==> config.mk <==
export PLATFORM = sky130hd
export DESIGN_NAME = mem_lsu_flat
export DESIGN_NICKNAME = d
export VERILOG_FILES = /design/src/rtl/mem_lsu_if.sv /design/src/rtl/mem_lsu.sv /design/src/flat_wrapper.sv
export SDC_FILE = /design/constraint.sdc
export NUM_CORES = 1
export LEC_CHECK = 0
export CAP_MARGIN = 10
export CORE_UTILIZATION = 35
export DETAILED_ROUTE_END_ITERATION = 8
export HOLD_SLACK_MARGIN = 0.08
export PLACE_DENSITY = 0.73
export SLEW_MARGIN = 20
export SYNTH_ARGS = -nofsm -noshare
export SYNTH_HDL_FRONTEND = slang
export SYNTH_SLANG_ARGS = --single-unit
==> constraint.sdc <==
create_clock -name clk -period 1.8 [get_ports clk]
set_clock_uncertainty 0.15 [all_clocks]
set_input_delay 0.27 -clock clk [delete_from_list [all_inputs] [get_ports clk]]
set_output_delay 0.27 -clock clk [all_outputs]
set_load 0.1 [all_outputs]
==> src/rtl/mem_lsu_if.sv <==
// Data-bus interface between the load/store unit (master) and data memory (slave).
interface mem_lsu_if;
    logic        dbus_req;
    logic        dbus_we;
    logic [31:0] dbus_addr;
    logic [3:0]  dbus_sel;
    logic [31:0] dbus_wdata;
    logic        dbus_ack;
    logic [31:0] dbus_rdata;

    modport master (
        output dbus_req,
        output dbus_we,
        output dbus_addr,
        output dbus_sel,
        output dbus_wdata,
        input  dbus_ack,
        input  dbus_rdata
    );

    modport slave (
        input  dbus_req,
        input  dbus_we,
        input  dbus_addr,
        input  dbus_sel,
        input  dbus_wdata,
        output dbus_ack,
        output dbus_rdata
    );
endinterface

==> src/rtl/mem_lsu.sv <==
// MEM-stage load/store unit: turns EX/MEM memory ops into single data-bus transfers,
// stalls the pipeline until the bus acknowledges, and forwards results to MEM/WB.
// Byte lanes are big-endian (address offset 0 is bits [31:24]).
// Optional build macro MEM_LSU_ALIGN_CHECK_EN: misaligned halfword/word accesses raise
// misalign_o instead of going to the bus.
module mem_lsu (
    input  logic             clk,
    input  logic             rst,
    input  logic [4:0]       mem_wd_i,
    input  logic             mem_wreg_i,
    input  logic [31:0]      mem_wdata_i,
    input  logic [3:0]       mem_op_i,
    input  logic [31:0]      mem_addr_i,
    input  logic [31:0]      mem_sdata_i,
    mem_lsu_if.master        dbus,
    output logic [4:0]       wb_wd,
    output logic             wb_wreg,
    output logic [31:0]      wb_wdata,
    output logic             stall_req,
    output logic             misalign_o
);

    localparam logic [3:0] OpLb  = 4'd1;
    localparam logic [3:0] OpLbu = 4'd2;
    localparam logic [3:0] OpLh  = 4'd3;
    localparam logic [3:0] OpLhu = 4'd4;
    localparam logic [3:0] OpLw  = 4'd5;
    localparam logic [3:0] OpSb  = 4'd6;
    localparam logic [3:0] OpSh  = 4'd7;
    localparam logic [3:0] OpSw  = 4'd8;

    typedef enum logic [1:0] {SzByte, SzHalf, SzWord} size_e;
    typedef enum logic [1:0] {StIdle, StBusy, StDone} state_e;

    state_e      state_q, state_d;
    logic        req_q, we_q;
    logic [31:0] addr_q, wdata_q, load_q;
    logic [3:0]  sel_q;

    logic        is_load, is_store, is_signed, access, misalign, start;
    size_e       size;
    logic [3:0]  sel_d;
    logic [31:0] wdata_d, load_d;
    logic [7:0]  byte_lane;
    logic [15:0] half_lane;

    // Decode the memory op into direction, access size and load extension.
    always_comb begin
        is_load   = 1'b0;
        is_store  = 1'b0;
        is_signed = 1'b0;
        size      = SzWord;
        case (mem_op_i)
            OpLb:    begin is_load  = 1'b1; is_signed = 1'b1; size = SzByte; end
            OpLbu:   begin is_load  = 1'b1; size = SzByte; end
            OpLh:    begin is_load  = 1'b1; is_signed = 1'b1; size = SzHalf; end
            OpLhu:   begin is_load  = 1'b1; size = SzHalf; end
            OpLw:    begin is_load  = 1'b1; size = SzWord; end
            OpSb:    begin is_store = 1'b1; size = SzByte; end
            OpSh:    begin is_store = 1'b1; size = SzHalf; end
            OpSw:    begin is_store = 1'b1; size = SzWord; end
            default: ;  // 0 and 9-15 are no memory access
        endcase
    end

    assign access = is_load | is_store;

`ifdef MEM_LSU_ALIGN_CHECK_EN
    assign misalign = access &&
                      (((size == SzHalf) && mem_addr_i[0]) ||
                       ((size == SzWord) && (mem_addr_i[1:0] != 2'b00)));
`else
    assign misalign = 1'b0;
`endif

    assign start = (state_q == StIdle) && access && !misalign;

    // Byte-lane select and replicated store data for the request being launched.
    always_comb begin
        sel_d   = 4'b1111;
        wdata_d = mem_sdata_i;
        case (size)
            SzByte: begin
                sel_d   = 4'b1000 >> mem_addr_i[1:0];
                wdata_d = {4{mem_sdata_i[7:0]}};
            end
            SzHalf: begin
                sel_d   = mem_addr_i[1] ? 4'b0011 : 4'b1100;
                wdata_d = {2{mem_sdata_i[15:0]}};
            end
            default: ;
        endcase
    end

    // Extract and extend the addressed lane of the read data.
    always_comb begin
        case (mem_addr_i[1:0])
            2'b00:   byte_lane = dbus.dbus_rdata[31:24];
            2'b01:   byte_lane = dbus.dbus_rdata[23:16];
            2'b10:   byte_lane = dbus.dbus_rdata[15:8];
            default: byte_lane = dbus.dbus_rdata[7:0];
        endcase
        half_lane = mem_addr_i[1] ? dbus.dbus_rdata[15:0] : dbus.dbus_rdata[31:16];
        case (size)
            SzByte:  load_d = {{24{is_signed & byte_lane[7]}}, byte_lane};
            SzHalf:  load_d = {{16{is_signed & half_lane[15]}}, half_lane};
            default: load_d = dbus.dbus_rdata;
        endcase
    end

    // FSM state register.
    always_ff @(posedge clk or negedge rst) begin
        if (!rst) begin
            state_q <= StIdle;
        end else begin
            state_q <= state_d;
        end
    end

    // FSM next state: one transfer per op, DONE lasts exactly one cycle.
    always_comb begin
        state_d = state_q;
        case (state_q)
            StIdle:  if (start) state_d = StBusy;
            StBusy:  if (dbus.dbus_ack) state_d = StDone;
            StDone:  state_d = StIdle;
            default: state_d = StIdle;
        endcase
    end

    // FSM outputs: pipeline stall and MEM/WB forwarding; everything quiet in reset.
    always_comb begin
        stall_req  = 1'b0;
        misalign_o = 1'b0;
        wb_wd      = mem_wd_i;
        wb_wreg    = mem_wreg_i;
        wb_wdata   = mem_wdata_i;
        if (!rst) begin
            wb_wd    = 5'd0;
            wb_wreg  = 1'b0;
            wb_wdata = 32'd0;
        end else begin
            case (state_q)
                StIdle: begin
                    if (misalign) begin
                        misalign_o = 1'b1;
                        wb_wreg    = 1'b0;
                    end else if (access) begin
                        stall_req = 1'b1;
                        wb_wreg   = 1'b0;
                    end
                end
                StBusy: begin
                    stall_req = 1'b1;
                    wb_wreg   = 1'b0;
                end
                StDone: begin
                    if (we_q) begin
                        wb_wreg = 1'b0;
                    end else begin
                        wb_wdata = load_q;
                    end
                end
                default: wb_wreg = 1'b0;
            endcase
        end
    end

    // Bus request registers (held through BUSY) and load result capture on ack.
    always_ff @(posedge clk or negedge rst) begin
        if (!rst) begin
            req_q   <= 1'b0;
            we_q    <= 1'b0;
            addr_q  <= 32'd0;
            sel_q   <= 4'd0;
            wdata_q <= 32'd0;
            load_q  <= 32'd0;
        end else if (start) begin
            req_q   <= 1'b1;
            we_q    <= is_store;
            addr_q  <= {mem_addr_i[31:2], 2'b00};
            sel_q   <= sel_d;
            wdata_q <= wdata_d;
        end else if ((state_q == StBusy) && dbus.dbus_ack) begin
            req_q  <= 1'b0;
            load_q <= load_d;
        end
    end

    assign dbus.dbus_req   = req_q;
    assign dbus.dbus_we    = we_q;
    assign dbus.dbus_addr  = addr_q;
    assign dbus.dbus_sel   = sel_q;
    assign dbus.dbus_wdata = wdata_q;

endmodule

==> src/flat_wrapper.sv <==
// flat-port wrapper written by rule: the top's interface ports become plain ports
module mem_lsu_flat 
  (clk, rst, mem_wd_i, mem_wreg_i, mem_wdata_i, mem_op_i, mem_addr_i, mem_sdata_i, wb_wd, wb_wreg, wb_wdata, stall_req, misalign_o, dbus_dbus_req, dbus_dbus_we, dbus_dbus_addr, dbus_dbus_sel, dbus_dbus_wdata, dbus_dbus_ack, dbus_dbus_rdata);
  mem_lsu_if dbus_i ();
  input  logic clk;
  input  logic rst;
  input  logic [4:0] mem_wd_i;
  input  logic mem_wreg_i;
  input  logic [31:0] mem_wdata_i;
  input  logic [3:0] mem_op_i;
  input  logic [31:0] mem_addr_i;
  input  logic [31:0] mem_sdata_i;
  output logic [4:0] wb_wd;
  output logic wb_wreg;
  output logic [31:0] wb_wdata;
  output logic stall_req;
  output logic misalign_o;
  output wire logic [$bits(dbus_i.dbus_req)-1:0] dbus_dbus_req;
  output wire logic [$bits(dbus_i.dbus_we)-1:0] dbus_dbus_we;
  output wire logic [$bits(dbus_i.dbus_addr)-1:0] dbus_dbus_addr;
  output wire logic [$bits(dbus_i.dbus_sel)-1:0] dbus_dbus_sel;
  output wire logic [$bits(dbus_i.dbus_wdata)-1:0] dbus_dbus_wdata;
  input wire logic [$bits(dbus_i.dbus_ack)-1:0] dbus_dbus_ack;
  input wire logic [$bits(dbus_i.dbus_rdata)-1:0] dbus_dbus_rdata;
  assign dbus_dbus_req = dbus_i.dbus_req;
  assign dbus_dbus_we = dbus_i.dbus_we;
  assign dbus_dbus_addr = dbus_i.dbus_addr;
  assign dbus_dbus_sel = dbus_i.dbus_sel;
  assign dbus_dbus_wdata = dbus_i.dbus_wdata;
  assign dbus_i.dbus_ack = dbus_dbus_ack;
  assign dbus_i.dbus_rdata = dbus_dbus_rdata;
  mem_lsu u_core (.clk(clk), .rst(rst), .mem_wd_i(mem_wd_i), .mem_wreg_i(mem_wreg_i), .mem_wdata_i(mem_wdata_i), .mem_op_i(mem_op_i), .mem_addr_i(mem_addr_i), .mem_sdata_i(mem_sdata_i), .dbus(dbus_i), .wb_wd(wb_wd), .wb_wreg(wb_wreg), .wb_wdata(wb_wdata), .stall_req(stall_req), .misalign_o(misalign_o));
endmodule
======== Word level (Yosys, flattened, before mapping) ========
Index checks and enable logic that the tools add are counted.
word-level totals
  bits in registers ....................... 102
  input bits .............................. 141
  output and inout bits ................... 110
  word-level logic and storage cells ...... 66
operators by class
  eq/ne operators ......................... 15
  shift-type cells ........................ 1
  mux-type cells .......................... 26
  bitwise gates (word level) .............. 4
  reductions and logical operators ........ 13
operators with widths
  operator                                                               count
  32-bit one-hot mux with 2 select lines                                 2
  32-bit two-way mux                                                     3
  8-bit one-hot mux with 3 select lines                                  1
  4-bit by 3-bit equality test with 1-bit output, second input constant  4
  16-bit two-way mux                                                     1
  1-bit two-way mux                                                      10
  3-bit OR reduction                                                     3
  4-bit by 2-bit equality test with 1-bit output, second input constant  2
  2-bit one-hot mux with 2 select lines                                  2
  4-bit one-hot mux with 2 select lines                                  1
  2-bit by 1-bit equality test with 1-bit output, second input constant  3
  2-bit logical NOT                                                      3
  5-bit two-way mux                                                      1
  5-bit OR reduction                                                     1
  2-bit equality test, second input constant                             2
  4-bit by 1-bit equality test with 1-bit output, second input constant  1
  4-bit equality test, second input constant                             1
  2-bit two-way mux                                                      2
  4-bit two-way mux                                                      1
  1-bit one-hot mux with 2 select lines                                  2
  2-bit AND reduction                                                    2
  4-bit by 2-bit right shift with 4-bit output, first input constant     1
  1-bit bitwise AND                                                      2
  1-bit logical AND                                                      2
  other kinds (6)                                                        6

======== Logic depth before layout (Yosys ltp) ========
Gate-level depths: netlist of the first run.
  word-level depth ........................ 7
  depth in mapped cells ................... 8

======== Worst setup path after synthesis of the first run ========
No wires, ideal clock.
  path type ............................... register to output
  from .................................... reg u_core.we_q (netlist: u_core.dbus.dbus_we)
  to ...................................... out wb_wdata[10]
  data arrival time ....................... 3.769 ns
  slack ................................... -2.389 ns
  stages on the path, launching flop included .. 7
  cells stage by stage .................... dfrtp_1 nor2_1 and2_1 clkbuf_1 clkbuf_1 nand2_1 a21boi_0
on the way
  cells in the longest elaborated chain, start to end .. 3
RTL lines
  what                      RTL line            RTL
  start: declaration        mem_lsu.sv:36       logic req_q, we_q;
  start signal: assignment  mem_lsu.sv:180      we_q <= is_store;
  32-bit two-way mux        mem_lsu.sv:158      if (we_q) begin
  32-bit two-way mux        mem_lsu.sv:143      case (state_q)
  32-bit two-way mux        mem_lsu.sv:138      if (!rst) begin
  end: declaration          flat_wrapper.sv:15  output logic [31:0] wb_wdata;
No other way between the ends.

======== Final worst setup path of the first run ========
  from .................................... reg u_core.we_q (netlist: u_core.dbus.dbus_we)
  to ...................................... out wb_wdata[21]
Same word-level chain as after synthesis.

==> summary by stage, run 1 <==
STA
After routing, the total negative slack on setup checks comes to -24,890 ps. The total count of hold-check failures in the final report is 0. Dividing the final minimum period by the clock period gives 1.26.

The max-slew violation total from the final report came to 0. The routed design could run at a clock period as short as 2270 ps. The actual transition at the worst max-transition pin is 660 ps. The final count of negative-setup-slack endpoints is 119.

Setup slack on the critical path of the routed design comes to -474 ps. The fmax is 440 MHz. The worst pin sits at a relative slew slack of 0.559. Setup repair after global routing could not meet its margin everywhere.

Routing
Detailed routing inserted a total of 5,528 vias. For this run, the detailed router's first-pass iteration total came to 6. In the routed layout, each cell is associated on average with a via count of 5.36. The detail-routed net length per standard cell is 20.4 µm. Once detail routing completed, the nets flagged for antenna violations numbered 0. The overall routed net length is 21,000 µm.

The first routing iteration left 294 violations. The number of design rule violations left after detail routing is 0.

Place
The number of placed instances, taps included, is 996. The count of buffers added on input and output ports is 247. The final estimated routing congestion in global placement is 0.839. The final HPWL from detailed placement is 14,500 µm.

Worst setup path
In this run the critical register-to-register path is captured at u_core.dbus.dbus_wdata[24]. The required time at the endpoint of the critical path is 1380 ps. The arrival time at the worst endpoint is 1850 ps.

Measured in cells, the most critical reg-to-reg path has a length of 8. Of all nets on the critical path, the largest fanout is 16. The beginning of the worst register-to-register path is u_core.state_q[0]. The origin of the worst setup path is u_core.dbus.dbus_we. The nature of the critical path endpoint is an output pin.

The category of the critical setup timing path is reg -> out. The worst-case register-to-register setup slack is -240 ps. The worst setup path is launched from a register. In this run the worst setup path terminates at wb_wdata[21].

Run status
The checks that failed: setup timing. The run finished, with violations left.

Finish
The utilization of the core after routing is 0.729. The signed area change from the synthesized netlist to the final layout is 103%. Once layout is complete, the cells apart from fillers number 1,031. The top cell types in the final layout, fill and taps aside, are sky130_fd_sc_hd__clkdlybuf4s50_1 (129), sky130_fd_sc_hd__nand2_1 (122), sky130_fd_sc_hd__buf_12 (117). The commonest non-fill, non-tap cell in the layout is sky130_fd_sc_hd__clkdlybuf4s50_1.

Of the cells placed in the final design, the portion with a size suffix greater than 1 is 0.394. For this run, the post-layout net count is 982.

Global routing
The first global-routing pass estimated 30,400 µm of wire. The pin count of the biggest net entering global routing is 66. The number of global-route vias before repair is 5,755.

Across every metal layer, demand over resource in global routing totals 0.266. The number of antenna violations at the first check in global routing was 1. The total overflow left after global routing is 0.

Logic synthesis
Of the post-synthesis cell area, the dominant cell type holds 0.490. The synthesis-stage register bit count is 102. The cell type contributing the most total cell area after synthesis is sky130_fd_sc_hd__dfrtp_1. After synthesis, the mean cell area works out to 9.46 µm².

The number of distinct library cells after synthesis is 40. The synthesized netlist occupies a cell area of 5210 µm². The cell count after synthesis came out at 551. For this run, the register share of the synthesized area comes to 0.490.

During synthesis, Yosys emitted a total of 0 warnings. By area the synthesized netlist is led by sky130_fd_sc_hd__dfrtp_1 (49%), sky130_fd_sc_hd__nand2_1 (9.8%), sky130_fd_sc_hd__mux2_2 (8.2%), sky130_fd_sc_hd__a21boi_0 (4.6%), sky130_fd_sc_hd__mux2i_1 (4.4%).

Power
Of the total power, the share spent switching nets is 0.511. Internal power comes to 8.25 mW. In this run the power density over the cells is 1590 nW/µm². The portion of total power attributed to sequential cells is 0.243. For this design the total switching power over the nets is 8.61 mW. Of the total power, combinational logic draws 0.644. The leakage component of the power is 4.73 nW. The share of total power dissipated in the clock network is 0.113. The highest ir drop seen on vdd is 1.56 mV.

Min path
In this run the worst hold path is classified as in -> reg.

Clocking
CTS saw 102 sinks. The master cell of the clock root buffer is sky130_fd_sc_hd__clkbuf_16. At the later pin of the worst-skew pair, clock insertion delay measures 360 ps. The clock passes through at most 2 buffers. TritonCTS built the clock tree.

The number of clock buffers added by TritonCTS is 9. In this run the number of H-tree levels came out at 3. The clock transition time at the flip-flop clock pins of the worst setup and hold paths is 80 ps.

Floorplanning
The floorplan step set the die height to 124 µm. The initialized floorplan defines 44 standard-cell rows. 251 I/O pins were placed. The width of the chip is 124 µm. The starting utilization of the core area is 0.359.

The die area is 15,400 µm². The total core area is 14,500 µm².

Run
The tool flagged a number of max-cap violations equal to 0.
## per-layer routing
metal,share of wire,GRT usage
met2,0.53,0.476
met4,0.031,0.109
met1,0.35,0.288
met3,0.091,0.0847
met5,0,0
## through the flow
stage	worst slack, ps	cell area (µm²)	power (mW)	hold slack [ps]
after floorplan	-460	5760	10.2	-176
after global placement	-578	9770	14.3	52.5
after detailed placement	-685	9770	14.5	65.8
after CTS	-445	10400	16.7	357
after global routing	-523	10600	17.4	208
final	-474	10600	16.9	192
## logic make-up (layout without fill, tap and decap cells)
logic type,count (synthesis),in the layout,share of synthesized area
XOR/XNOR,2,2,0.00336
flip-flops,102,102,0.490
other,1,4,0.000719
multiplexers,65,65,0.137
AO/OA/AOI/OAI,131,131,0.160
buffers and inverters,45,338,0.0413
AND/OR/NAND/NOR,205,205,0.168
## critical path, stage by stage, from the launching register on
cell                       delay [ps]
sky130_fd_sc_hd__dfrtp_4          490
sky130_fd_sc_hd__nor2_4           140
sky130_fd_sc_hd__and2_4           220
sky130_fd_sc_hd__buf_12           160
sky130_fd_sc_hd__nand2_1          110
sky130_fd_sc_hd__a21boi_4         180
sky130_fd_sc_hd__buf_12           190
## flip-flops by register name (all words and copies together), names as in the netlist
register                count
u_core.dbus.dbus_sel        4
u_core.state_q              2
u_core.dbus.dbus_wdata     32
u_core.load_q              32
u_core.dbus.dbus_we         1
u_core.dbus.dbus_req        1
u_core.dbus.dbus_addr      30
## layout make-up
class / instances / area (µm²)
clock inverter: 7 / 53.8
sequential: 102 / 2560
multi-input combinational: 406 / 3100
tap: 184 / 230
clock buffer: 9 / 225
timing repair buffer: 321 / 4430
antenna: 1 / 2.50
inverter: 1 / 3.75
fill: 946 / 3940
## repair_timing
item                                    4_1_cts  5_1_grt
gates resized for setup                      72       45
endpoints found under the setup margin      133      130
endpoints found under the hold margin        37        0
cloned                                        6        4
buffers inserted                              6        2
pin swaps                                     9        8
hold buffers                                  2        0
## worst min-delay path by stage
stage	slack, ps	startpoint	depth (start not counted)	endpoint
CTS	360	dbus_dbus_rdata[19]	3	u_core.load_q[19]
finish	190	dbus_dbus_rdata[23]	4	u_core.load_q[23]
detailed placement	70	rst	1	u_core.state_q[0]
floorplan	-180	rst	0	u_core.dbus.dbus_addr[10]
global route	210	dbus_dbus_rdata[23]	4	u_core.load_q[23]
global placement	50	rst	1	u_core.dbus.dbus_addr[25]
## synthesized netlist by cell type (all sizes together)
cell type / number
a21o: 1
o221ai: 7
mux2i: 23
and3: 1
o22ai: 1
nor2: 31
and2: 14
or2: 4
nor3: 2
clkbuf: 22
nand3: 8
a221oi: 10
a21oi: 27
o21ai: 37
a22oi: 7
xnor2: 1
xor2: 1
nor3b: 2
and4b: 1
nor4b: 3
a21boi: 32
nand2: 136
inv: 1
conb: 1
buf: 22
dfrtp: 102
o21bai: 1
and3b: 1
or3: 1
nor2b: 1
mux2: 41
mux4: 1
a31oi: 8
## power groups by stage
stage | Sequential (mW) | Clock, mW | Combinational [mW]
3_3_place_gp | 4.05 | 0 | 10.3
6_report | 4.10 | 1.90 | 10.9
4_1_cts | 4.08 | 1.93 | 10.7
5_1_grt | 4.19 | 2.00 | 11.2
2_1_floorplan | 7.97 | 0 | 2.21
3_5_place_dp | 4.11 | 0 | 10.4
No activity file was read; power rests on OpenSTA's default activity.
==> inputs of run 2 (changes only) <==
DONT_BUFFER_PORTS = 1   (was default)
PLACE_DENSITY = 0.51   (was 0.73)
==> run 2 against run 1 <==
The run ends with hold timing, setup timing left. Design area is 17% lower. First-iteration DRC count fell by 5.4%. Clock power about the same. Via count is 11% lower. Non-clock buffer count shrank 82. Routed wire length down 14%. Global-route usage is 3.9 points lower. Register-to-register slack better by 270 ps. Critical path depth stayed put. Critical endpoint is now wb_wdata[7].
==> summary by stage, run 2 (synthesis results as in run 1) <==
Run status
The flow ran to the end, but the final reports show violations. The final reports fail on hold timing, setup timing.

Power
The power per cell area is 1630 nW/µm². The share of total power dissipated in sequential elements is 0.260. Of the total power, the clock network draws 0.131. The leakage component of the power is 4.01 nW. The power spent charging and discharging nets is 7.93 mW. Cell internal power was estimated by the tool at 6.38 mW. The share of total power dissipated in combinational logic is 0.609. Of the total power, the share spent switching nets is 0.554.

VDD sags by at most 1.09 mV.

Clocking
In this run the clock root is driven by a sky130_fd_sc_hd__clkbuf_16. Counting the buffers created by CTS gives 9. The clock sink total is 102. The number of hold buffers added after cts is 97. The clock insertion delay at the later pin of the skew report is 350 ps. The clock tree from TritonCTS is done. The clock tree synthesis step divided the H-tree into 3 levels. Counting along the longest clock path gives a buffer depth of 2. Clock-pin slew was measured on the worst setup and hold paths at 80 ps.

STA
The relative max-transition margin is 0.655. The post-route fraction of the period consumed by the critical path is 1.23. The max-slew violation total from the final report is 0. On the final layout, the worst hold slack is -533 ps. The final count of negative-setup-slack endpoints is 34. Setup repair after global routing could not meet its margin everywhere. The actual transition at the worst max-transition pin is 520 ps.

The total count of hold-check failures in the final report was 102. For the finished layout, the period the worst path requires is 2220 ps. The fmax is 450 MHz. The smallest setup slack after layout is -422 ps.

Routing
The via total after detailed routing is 4,947. In the routed design, unresolved DRC markers number 0. The count of nets left with antenna violations after detail routing is 0. After detailed routing, the average wire length per cell comes to 19.0 µm. In the routed layout, each cell is associated on average with a via count of 5.22. The number of DRC violations after detailed-routing iteration 0 is 278. The number of optimization iterations in the first detailed-route pass is 5. The overall routed net length is 18,100 µm.

Global routing
The global-route wire length before repair is 26,300 µm. The number of global-route vias before repair was 5,057. For this run, the total global-route usage over all layers was measured as 0.227. Entering global routing, the biggest net connects 142 pins. The number of antenna violations at the first check in global routing is 0. The sum of overflow across all layers after global routing is 0.

Worst setup path
The nature of the critical path endpoint is an output pin. Along the worst path, the maximum fanout reaches 8. The worst setup path is launched from a register. The required time at the endpoint of the critical path is 1380 ps. For the worst setup path, the data arrival time is 1800 ps. The category of the critical setup timing path is reg -> out.

Run
The number of violations of the max-capacitance limit is 0.

Place
Routability-driven placement finished with a final weighted congestion of 0.786. The number of port buffers is 0. Timing analysis after detailed placement gives a worst setup slack of -96.7 ps. The final HPWL from detailed placement is 11,700 µm.

Finish
Leaving out fill and tap cells, the most frequent cell in the layout is sky130_fd_sc_hd__nand2_1. Leaving out fill and tap cells, the most frequent cells in the layout are sky130_fd_sc_hd__nand2_1 (115), sky130_fd_sc_hd__dfrtp_1 (100), sky130_fd_sc_hd__dlygate4sd3_1 (97). At the end of the flow the core is filled with cells to 0.603.

The number of nets in the finished design is 900. The signed area change from the synthesized netlist to the final layout is 68.0%. Counting the fill cells in the layout gives 1,183.

The layout cell share with drive strength beyond 1 is 0.359. The diode insertion count for antenna repair is 0.

Floorplanning
The total area inside the core boundary comes to 14,500 µm². The starting utilization of the core area is 0.359. The die area is 15,400 µm². In this run the horizontal extent of the chip is 124 µm. The I/O pin count is 251. In this run the vertical extent of the chip is 124 µm. The floorplan has 44 rows.

Min path
The tightest min-delay check is of the in -> async type.
run 2: changes by cell type in the layout (fill, tap and decap cells not counted), moves of 7 or more:
| cell | change |
|---|---|
| sky130_fd_sc_hd__o221ai_2 | -7 |
| sky130_fd_sc_hd__buf_12 | -78 |
| sky130_fd_sc_hd__o21ai_0 | +32 |
| sky130_fd_sc_hd__dlygate4sd3_1 | +95 |
| sky130_fd_sc_hd__o21ai_1 | -26 |
| sky130_fd_sc_hd__nand2_1 | -7 |
| sky130_fd_sc_hd__nand2_4 | +10 |
| sky130_fd_sc_hd__clkdlybuf4s50_1 | -129 |
| sky130_fd_sc_hd__buf_4 | +48 |
| sky130_fd_sc_hd__o221ai_1 | +7 |
run 2: power groups by stage:
| stage | registers, mW | logic [mW] | clock network [mW] |
|---|---|---|---|
| after detailed placement | 3.68 | 8.33 | 0 |
| after global routing | 3.80 | 9.04 | 2.02 |
| after floorplan | 7.97 | 2.21 | 0 |
| after CTS | 3.64 | 8.58 | 1.92 |
| final | 3.71 | 8.72 | 1.88 |
| after global placement | 3.65 | 8.25 | 0 |
run 2: layout make-up:
class / count / area [µm²] / share of cell area
clock buffer: 9 / 225 / 0.0257
clock inverter: 7 / 57.6 / 0.00657
inverter: 1 / 3.75 / 0.000429
multi-input combinational: 406 / 3020 / 0.345
sequential: 102 / 2560 / 0.292
tap: 184 / 230 / 0.0263
timing repair buffer: 239 / 2660 / 0.304
run 2: critical path: stages (launching register included):
cell and delay (ps):
sky130_fd_sc_hd__dfrtp_4 490, sky130_fd_sc_hd__nor2_4 80, sky130_fd_sc_hd__and2_4 240, sky130_fd_sc_hd__clkbuf_16 210, sky130_fd_sc_hd__nand2_2 90, sky130_fd_sc_hd__a21boi_4 150
sky130_fd_sc_hd__buf_12 190
run 2: worst paths after layout:
path                       slack, ps                    endpoint  depth (start not counted)           startpoint
setup / recovery                -420                 wb_wdata[7]                          6  u_core.dbus.dbus_we
hold / removal                  -530            u_core.load_q[3]                          0                  rst
setup reg to reg                  30     u_core.dbus.dbus_sel[3]                          5    u_core.state_q[0]
min in group clk                  90  u_core.dbus.dbus_wdata[14]                          3       mem_sdata_i[6]
hold reg to reg                  350            u_core.load_q[3]                          2     u_core.load_q[3]
max in group asynchronous       1870  u_core.dbus.dbus_wdata[25]                          0                  rst
run 2: layer usage:
| metal | wire [µm] | GRT usage |
|---|---|---|
| met1 | 6840 | 0.279 |
| met2 | 9380 | 0.390 |
| met3 | 1410 | 0.0495 |
| met4 | 433 | 0.0856 |
| met5 | 0 | 0 |
run 2: per-stage QoR:
step | power [mW] | cell area (µm²) | setup TNS, ps | std cells
floorplan | 10.2 | 5760 | -14680 | 553
global placement | 11.9 | 7230 | -1620 | 827
detailed placement | 12.0 | 7230 | -2460 | 827
CTS | 14.1 | 8530 | -13440 | 942
global route | 14.9 | 8760 | -14890 | 948
finish | 14.3 | 8760 | -13030 | 948
run 2: repair_timing:
| item | 4_1_cts | 5_1_grt |
|---|---|---|
| endpoints found under the hold margin | 201 | 102 |
| resized for setup | 8 | 24 |
| endpoints found under the setup margin | 33 | 62 |
| pin swaps | 3 | 31 |
| gates cloned | 1 | 5 |
| buffers inserted | 1 | 1 |
